[src/rtl/rbus_frame_arbiter.sv]
// NUM_CH-to-1 frame-atomic rbus arbiter: header priority pre-select, then round-robin.
// Header ack one cycle after it is seen in IDLE, output one cycle after ack; holds while !i_rdy.
module rbus_frame_arbiter #(
   parameter int NUM_CH     = 4,
   parameter int LEN0_WORDS = 1,
   parameter int LEN1_WORDS = 9,
   parameter int PRIO_EN    = 1
) (
   input  logic                        clk,
   input  logic                        rst_n,
   input  logic [NUM_CH-1:0]           i_stb,
   input  logic [NUM_CH*72-1:0]        i_data,
   output logic [NUM_CH-1:0]           o_ack,
   output logic                        o_stb,
   output logic                        o_sof,
   output logic                        o_eof,
   output logic [$clog2(NUM_CH)-1:0]   o_ch,
   output logic [71:0]                 o_data,
   input  logic                        i_rdy,
   output logic                        o_busy
);

   localparam int CHW     = $clog2(NUM_CH);
   localparam int PRI_HI  = 69;
   localparam int PRI_LO  = 68;
   localparam int LEN_BIT = 39;

   typedef enum logic {ST_IDLE, ST_GRANT} state_t;

   state_t           state_q, state_d;
   logic [CHW-1:0]   grant_q, grant_d;
   logic [CHW-1:0]   rr_q, rr_d;
   logic [4:0]       cnt_q, cnt_d;
   logic             first_q, first_d;

   logic             stb_q, stb_d;
   logic             sof_q, sof_d;
   logic             eof_q, eof_d;
   logic [CHW-1:0]   ch_q, ch_d;
   logic [71:0]      data_q, data_d;

   logic [71:0]      ch_word [NUM_CH];
   logic [1:0]       max_pri;
   logic [NUM_CH-1:0] cand;
   logic             win_found;
   logic [CHW-1:0]   win_idx;
   logic             out_free;
   logic             accept;
   logic             last_beat;

   for (genvar k = 0; k < NUM_CH; k++) begin : g_word
      assign ch_word[k] = i_data[72*k +: 72];
   end

   // Winner: highest requesting priority (if enabled), then first candidate at/after rr_q.
   always_comb begin
      int j;
      max_pri   = 2'd0;
      cand      = '0;
      win_found = 1'b0;
      win_idx   = '0;
      j         = 0;
      for (int k = 0; k < NUM_CH; k++) begin
         if (i_stb[k] && (ch_word[k][PRI_HI:PRI_LO] > max_pri)) begin
            max_pri = ch_word[k][PRI_HI:PRI_LO];
         end
      end
      for (int k = 0; k < NUM_CH; k++) begin
         cand[k] = i_stb[k] && ((PRIO_EN == 0) || (ch_word[k][PRI_HI:PRI_LO] == max_pri));
      end
      for (int i = 0; i < NUM_CH; i++) begin
         j = int'(rr_q) + i;
         if (j >= NUM_CH) begin
            j = j - NUM_CH;
         end
         if (!win_found && cand[j]) begin
            win_found = 1'b1;
            win_idx   = CHW'(j);
         end
      end
   end

   assign out_free  = !stb_q || i_rdy;
   assign last_beat = (cnt_q == 5'd1);

   always_comb begin
      o_ack = '0;
      if (state_q == ST_GRANT) begin
         o_ack[grant_q] = i_stb[grant_q] & out_free;
      end
   end

   assign accept = |o_ack;

   always_comb begin
      state_d = state_q;
      grant_d = grant_q;
      rr_d    = rr_q;
      cnt_d   = cnt_q;
      first_d = first_q;
      case (state_q)
         ST_IDLE: begin
            if (win_found) begin
               state_d = ST_GRANT;
               grant_d = win_idx;
               cnt_d   = ch_word[win_idx][LEN_BIT] ? 5'(LEN1_WORDS) : 5'(LEN0_WORDS);
               first_d = 1'b1;
            end
         end
         ST_GRANT: begin
            if (accept) begin
               cnt_d   = cnt_q - 5'd1;
               first_d = 1'b0;
               if (last_beat) begin
                  state_d = ST_IDLE;
                  rr_d    = (grant_q == CHW'(NUM_CH - 1)) ? '0 : grant_q + 1'b1;
               end
            end
         end
         default: state_d = ST_IDLE;
      endcase
   end

   // Output register: load on accept, hold under backpressure, drop valid once drained.
   always_comb begin
      stb_d  = stb_q;
      sof_d  = sof_q;
      eof_d  = eof_q;
      ch_d   = ch_q;
      data_d = data_q;
      if (accept) begin
         stb_d  = 1'b1;
         sof_d  = first_q;
         eof_d  = last_beat;
         ch_d   = grant_q;
         data_d = ch_word[grant_q];
      end else if (i_rdy) begin
         stb_d = 1'b0;
         sof_d = 1'b0;
         eof_d = 1'b0;
      end
   end

   always_ff @(posedge clk or negedge rst_n) begin
      if (!rst_n) begin
         state_q <= ST_IDLE;
         grant_q <= '0;
         rr_q    <= '0;
         cnt_q   <= '0;
         first_q <= 1'b0;
         stb_q   <= 1'b0;
         sof_q   <= 1'b0;
         eof_q   <= 1'b0;
         ch_q    <= '0;
         data_q  <= '0;
      end else begin
         state_q <= state_d;
         grant_q <= grant_d;
         rr_q    <= rr_d;
         cnt_q   <= cnt_d;
         first_q <= first_d;
         stb_q   <= stb_d;
         sof_q   <= sof_d;
         eof_q   <= eof_d;
         ch_q    <= ch_d;
         data_q  <= data_d;
      end
   end

   assign o_stb  = stb_q;
   assign o_sof  = sof_q;
   assign o_eof  = eof_q;
   assign o_ch   = ch_q;
   assign o_data = data_q;
   assign o_busy = (state_q == ST_GRANT);

endmodule

[config.mk]
export PLATFORM = sky130hd
export DESIGN_NAME = rbus_frame_arbiter
export DESIGN_NICKNAME = d
export VERILOG_FILES = /design/src/rtl/rbus_frame_arbiter.sv
export SDC_FILE = /design/constraint.sdc
export NUM_CORES = 1
export LEC_CHECK = 0
export ABC_AREA = 1
export CORE_AREA = 8 8 141 143
export CTS_CLUSTER_SIZE = 14
export DETAILED_ROUTE_END_ITERATION = 6
export DIE_AREA = 0 0 149 151
export PLACE_DENSITY = 0.88
export RECOVER_POWER = 50
export SYNTH_ARGS = -nofsm -noshare
export SYNTH_HDL_FRONTEND = slang
export SYNTH_SLANG_ARGS = --single-unit
[constraint.sdc]
create_clock -name clk -period 3.7 [get_ports clk]
set_clock_uncertainty 0.15 [all_clocks]
set_input_delay 0.74 -clock clk [delete_from_list [all_inputs] [get_ports clk]]
set_output_delay 0.74 -clock clk [all_outputs]
set_load 0.005 [all_outputs]
==> impl_metrics.py <==
metrics = {
    "outcome": {
        "status": "complete, but fails checks",
        "violations": "capacitance limit, slew limit, setup timing",
    },
    "critical_path": {
        "max_stage_delay_ns": 0.26,
        "reg2reg_depth": 10,
        "regToRegSetupSlack_ns": 0.82,
        "worstSetupStartpointType": "input pin",
        "worstSetupPathType": "in2reg",
        "crit_path_end_kind": "register",
        "cp_max_fo": 5,
        "cp_common_cell": "nand2_2",
        "cp_top_family": "simple AND/OR/NAND/NOR gates",
        "worstPathArrival_ns": 4.71,
        "r2r_start": "grant_q[0]$_DFFE_PN0P_",
        "crit_buf_inv": 7,
        "crit_required_ns": 3.82,
        "slowest_stage": "ha_4",
        "r2r_end": "o_data[26]$_DFFE_PN0P_",
    },
    "clocking": {
        "clkTransAtPathRegs_ns": 0.06,
        "htreeDepth": 3,
        "clockBufferDepth": 2,
        "hold_buffers": 0,
        "clk_latency_ns": 0.34,
        "cts_made_buffers": 9,
        "cts_tree": "done",
        "cts.sinks": 88,
        "cts-root-buf": "clkbuf_16",
    },
    "timing": {
        "rsz0062_at_grt": "yes",
        "slew_viol_final": 72,
        "setup_viol": 9,
        "fin_crit_sh_pct": 124,
        "relSlewSlack_pct": -23.7,
        "fin_ws_ns": -0.887,
        "fin_crit_ns": 4.59,
        "hold_violations": 0,
        "worst_pin_slew_ns": 1.86,
        "fmax_mhz": 218,
        "whs_ns": 0.315,
    },
    "place": {
        "dpl.hpwl_mm": 21.6,
        "dpl-instance-area_um2": 10400,
        "gp_congestion": 0.927,
        "port_buffers": 376,
    },
    "worst_hold_path": {
        "hold-path-endpoint": "o_data[15]$_DFFE_PN0P_",
        "worstHoldPathCells": 2,
        "hold_path_startpoint": "o_data[15]$_DFFE_PN0P_",
        "hold_class": "reg2reg",
    },
    "route": {
        "drc": 0,
        "firstDrtPassIters": 5,
        "wl_mm": 28.7,
        "wire_per_inst_um": 18.4,
        "first_iter_violations": 510,
        "vias": 8163,
        "postRouteAntennaNets": 0,
        "via_per_inst": 5.25,
    },
    "grt": {
        "grt_use_total_pct": 23.8,
        "grt_first_pass_wirelength_mm": 42.7,
        "grt_max_degree": 110,
        "antenna_found_initial": 1,
        "overflow": 0,
        "first_global_vias": 7964,
    },
    "layout": {
        "most-common-layout-cells": "clkdlybuf4s50_1, nor2_1, o21ai_0, nand2_1, dfrtp_1",
        "antennaDiodeCount": 0,
        "area_growth_pct": 78.0,
        "final_common_cell": "clkdlybuf4s50_1",
        "fin_nets": 1627,
        "drive_gt1_share_pct": 13.0,
        "fin_area_um2": 11100,
    },
    "power": {
        "power_leakage_uw": 0.00473,
        "power_density_nw_per_um2": 678,
        "fin_total_pwr_uw": 7500,
        "ir_drop_v": 0.000327,
    },
    "synth": {
        "netlist_area_um2": 6220,
        "ys_seq_area_share_pct": 35.4,
        "post_synth_num_cell_types": 29,
        "synth-seq-cells": 88,
        "syn-num-nets": 1255,
        "synth_area_per_cell_um2": 6.56,
        "yosys_warnings": 0,
        "syn_inst": 948,
    },
    "flow_run": {
        "cap_violations": 1,
    },
    "floorplanning": {
        "num_rows": 49,
        "die_w_um": 149,
        "core_um2": 17700,
        "die_y_um": 151,
        "die_area_um2": 22500,
        "initial_utilization_pct": 35.2,
        "ios": 377,
    },
}
-- cells by family after synthesis --
| logic type | count (synthesis) | share of synthesized area [%] |
|---|---|---|
| fa+ha+maj | 12 | 2.41 |
| simple gates | 499 | 33.9 |
| xor+xnor | 4 | 0.563 |
| flops | 88 | 35.4 |
| buf+inv | 103 | 6.38 |
| compound gates | 242 | 21.4 |
-- cell type report --
| class | count | area, um2 |
|---|---|---|
| clock inverter | 4 | 30.0 |
| sequential | 88 | 2210 |
| tap | 229 | 287 |
| timing repair buffer | 427 | 4150 |
| multi-input combinational | 757 | 4000 |
| fill | 1524 | 6590 |
| clock buffer | 12 | 236 |
| inverter | 37 | 159 |
-- worst reg2reg max path, cell delays in order (launching register included) --
cell and delay, ns:
dfrtp_4 0.49, buf_4 0.36, o21ai_0 0.15, o21ai_1 0.18, nand2_1 0.09, nor3_1 0.37, nor2_1 0.13, nand2_4 0.12
buf_4 0.47, nor2_1 0.13, a31oi_1 0.18
-- worst max-delay path by stage --
stage / startpoint / end / depth (start not counted)
after floorplan: i_data[69] / cnt_q[3]$_DFFE_PN0P_ / 36
after global routing: i_data[69] / cnt_q[3]$_DFFE_PN0P_ / 36
after CTS: i_data[69] / cnt_q[3]$_DFFE_PN0P_ / 35
after global placement: i_data[69] / cnt_q[3]$_DFFE_PN0P_ / 38
after detailed placement: i_data[69] / cnt_q[3]$_DFFE_PN0P_ / 36
final: i_data[69] / cnt_q[3]$_DFFE_PN0P_ / 36
-- metal layers --
layer  track usage (%)  part of all wire, %  vias to the layer above
li1                  -                    -                     3898
met1              26.9                   37                     3782
met2              41.2                   50                      404
met3              7.41                  9.1                       77
met4              9.59                  3.8                        2
met5                 0                0.070                        -
-- sequential cells by signal, indices dropped and copies added, names as in the netlist --
| name | count |
|---|---|
| o_data | 72 |
| first_q | 1 |
| o_ch | 2 |
| o_busy | 1 |
| grant_q | 2 |
| rr_q | 2 |
| cnt_q | 5 |
| o_sof | 1 |
| o_eof | 1 |
| o_stb | 1 |
-- cell usage after synthesis (all sizes together) --
cell	count	area, um2
inv	37	139
ha	12	150
o21ai	162	822
a21oi	7	50.1
nand4	7	58.8
xnor2	2	17.5
dfrtp	88	2200
o22ai	39	244
nand3	42	270
a31oi	34	213
nor3	2	15.0
clkbuf	56	210
buf	10	47.5
nor2	260	981
nand2	188	781
xor2	2	17.5
-- timing repair --
item | 4_1_cts | 5_1_grt
resized for setup | 45 | 46
endpoints found under the setup margin | 9 | 10
buffers inserted | 7 | 7
pin swaps | 37 | 37
-- through the flow --
stage	TNS (ns)	instances	worst slack, ns	util (%)
after floorplan	-4.29	948	-0.612	-
after global routing	-8.87	1554	-1.13	62.7
after global placement	-11.95	1525	-1.44	58.8
after detailed placement	-13.29	1525	-1.58	58.8
final	-6.78	1554	-0.887	62.7
after CTS	-6.08	1548	-0.725	61.4
-- power breakdown --
| group | leakage [uW] | total (uW) | internal [uW] | switching [uW] |
|---|---|---|---|---|
| Clock | 0.000127 | 861 | 459 | 401 |
| Sequential | 0.00104 | 1770 | 1460 | 305 |
| Combinational | 0.00357 | 4870 | 2080 | 2790 |
Note: power is estimated with default switching activity, not from simulation.
==> RTL change: new RTL, config.mk and constraints unchanged <==
Set the parameter `LEN1_WORDS` to 8 (it was 9).
--- a/src/rtl/rbus_frame_arbiter.sv
+++ b/src/rtl/rbus_frame_arbiter.sv
@@ -3,7 +3,7 @@
 module rbus_frame_arbiter #(
    parameter int NUM_CH     = 4,
    parameter int LEN0_WORDS = 1,
-   parameter int LEN1_WORDS = 9,
+   parameter int LEN1_WORDS = 8,
    parameter int PRIO_EN    = 1
 ) (
    input  logic                        clk,
Formal check against the unedited RTL: no difference found for any inputs over 4 cycles, from zero or initial values and one cycle with rst_n low; that may be too few to reach the edited logic, so the function may still have changed.
==> RTL change against the unedited design <==
The run ends with negative setup slack left. Highest routed layer is now met4. Combinational power increased by 17%. Sequential cell count unchanged. Cell area increased by 1.8%. Largest power group unchanged. Total power increased by 11%. Sequential share of layout area decreased by 0.35 points. Synthesized area increased by 0.76%. Wire length increased by 0.74%. Critical path depth decreased by 2. Largest cell class unchanged. Worst setup slack improved by 0.079 ns.
==> RTL change: results <==
{
  "synth.yosys.seq_area_share_pct": 35.14,
  "report.final.setup_viol": 9,
  "synth-compound-area-share_pct": 21.65,
  "violations_in_the_final_reports": "negative setup slack",
  "syn-num-nets": 1265,
  "peakVddDrop_uv": 521.8,
  "fin_util_pct": 63.82,
  "outcome": "complete, but fails checks",
  "arrival_ns": 4.61,
  "timing.critical_path.fanout_max": 6,
  "synthAdderAreaFrac_pct": 2.396,
  "postRouteWirelength_um": 28880,
  "post_dp_cell_area_mm2": 0.01056,
  "grt_pass1_wl_um": 42840,
  "synth.lib_cells_used.distinct": 33,
  "timing.final.ws_setup_ns": -0.8081,
  "hold_ws_ns": 0.3142,
  "preCtsSetupSlack_ns": -1.665,
  "total_leakage_power_nw": 4.754,
  "yosys-top-cells-count": "nor2_1 (259), nand2_1 (169), o21ai_0 (157)",
  "slew_headroom_pct": 7.315,
  "synth_top_cells_by_area": "dfrtp_1 (35%), nor2_1 (16%), o21ai_0 (13%)",
  "num-fill-cells": 1489,
  "synth_xor_area_share_pct": 0.4193,
  "post_cts_setup_inserts": 9,
  "initial_antenna_violation_count": 0,
  "drt_iter0_markers": 651,
  "setup.reg_to_reg.worst_slack_ns": 1.09
}
## RTL change: cell types whose count changed after synthesis, moves of 2 or more
cell      change
nand3_1       +3
nor2_2        +5
o22ai_2       +2
inv_2         +2
a21oi_1       +5
buf_2         -3
nand2_4       -4
nand2_2       -4
clkbuf_1      +4
o22ai_1       -3
## RTL change: final timing paths
check,from,endpoint,cells after the start
setup / recovery,i_data[69],o_busy,34
hold reg to reg,o_data[23],o_data[23],2
setup reg to reg,grant_q[1],o_sof,10
max in group asynchronous,rst_n,o_data[20],2
min in group asynchronous,rst_n,o_data[58],1
hold / removal,o_data[23],o_data[23],2
## RTL change: report_power, final
group          internal [mW]  switching (mW)
Clock                  0.475           0.403
Combinational           2.39            3.29
Sequential              1.48           0.306
Total                   4.35            4.00
## RTL change: logic make-up (layout without fill, tap and decap cells)
| kind of cell | count (synthesis) | after routing |
|---|---|---|
| and+or+nand+nor | 504 | 504 |
| AOI/OAI and AO/OA | 245 | 245 |
| buffers and inverters | 106 | 491 |
| DFF | 88 | 88 |
| adders and majority gates | 12 | 12 |
| xor gates and xnor gates | 3 | 3 |
## RTL change: cell type report
type / count / area [um2] / area share, %
Timing Repair Buffer: 435 / 4224 / 37.49
Clock buffer: 10 / 239.0 / 2.121
Multi-Input combinational cell: 764 / 4091 / 36.31
Sequential cell: 88 / 2207 / 19.59
Inverter: 40 / 175.2 / 1.555
Tap cell: 229 / 286.5 / 2.543
Clock inverter: 6 / 45.04 / 0.3997
## RTL change: layer usage
layer	GRT usage (%)	part of all wire [%]
met3	4.900	6.4
met5	0	0
met2	42.29	51
met1	28.73	39
met4	9.086	3.5
## RTL change: worst reg2reg max path, delay by kind of cell, from the launching register on
family	cells	cell delay, ns
compound gates	1	0.09
flops	1	0.38
buf+inv	4	0.79
fa+ha+maj	1	0.22
simple gates	4	0.83
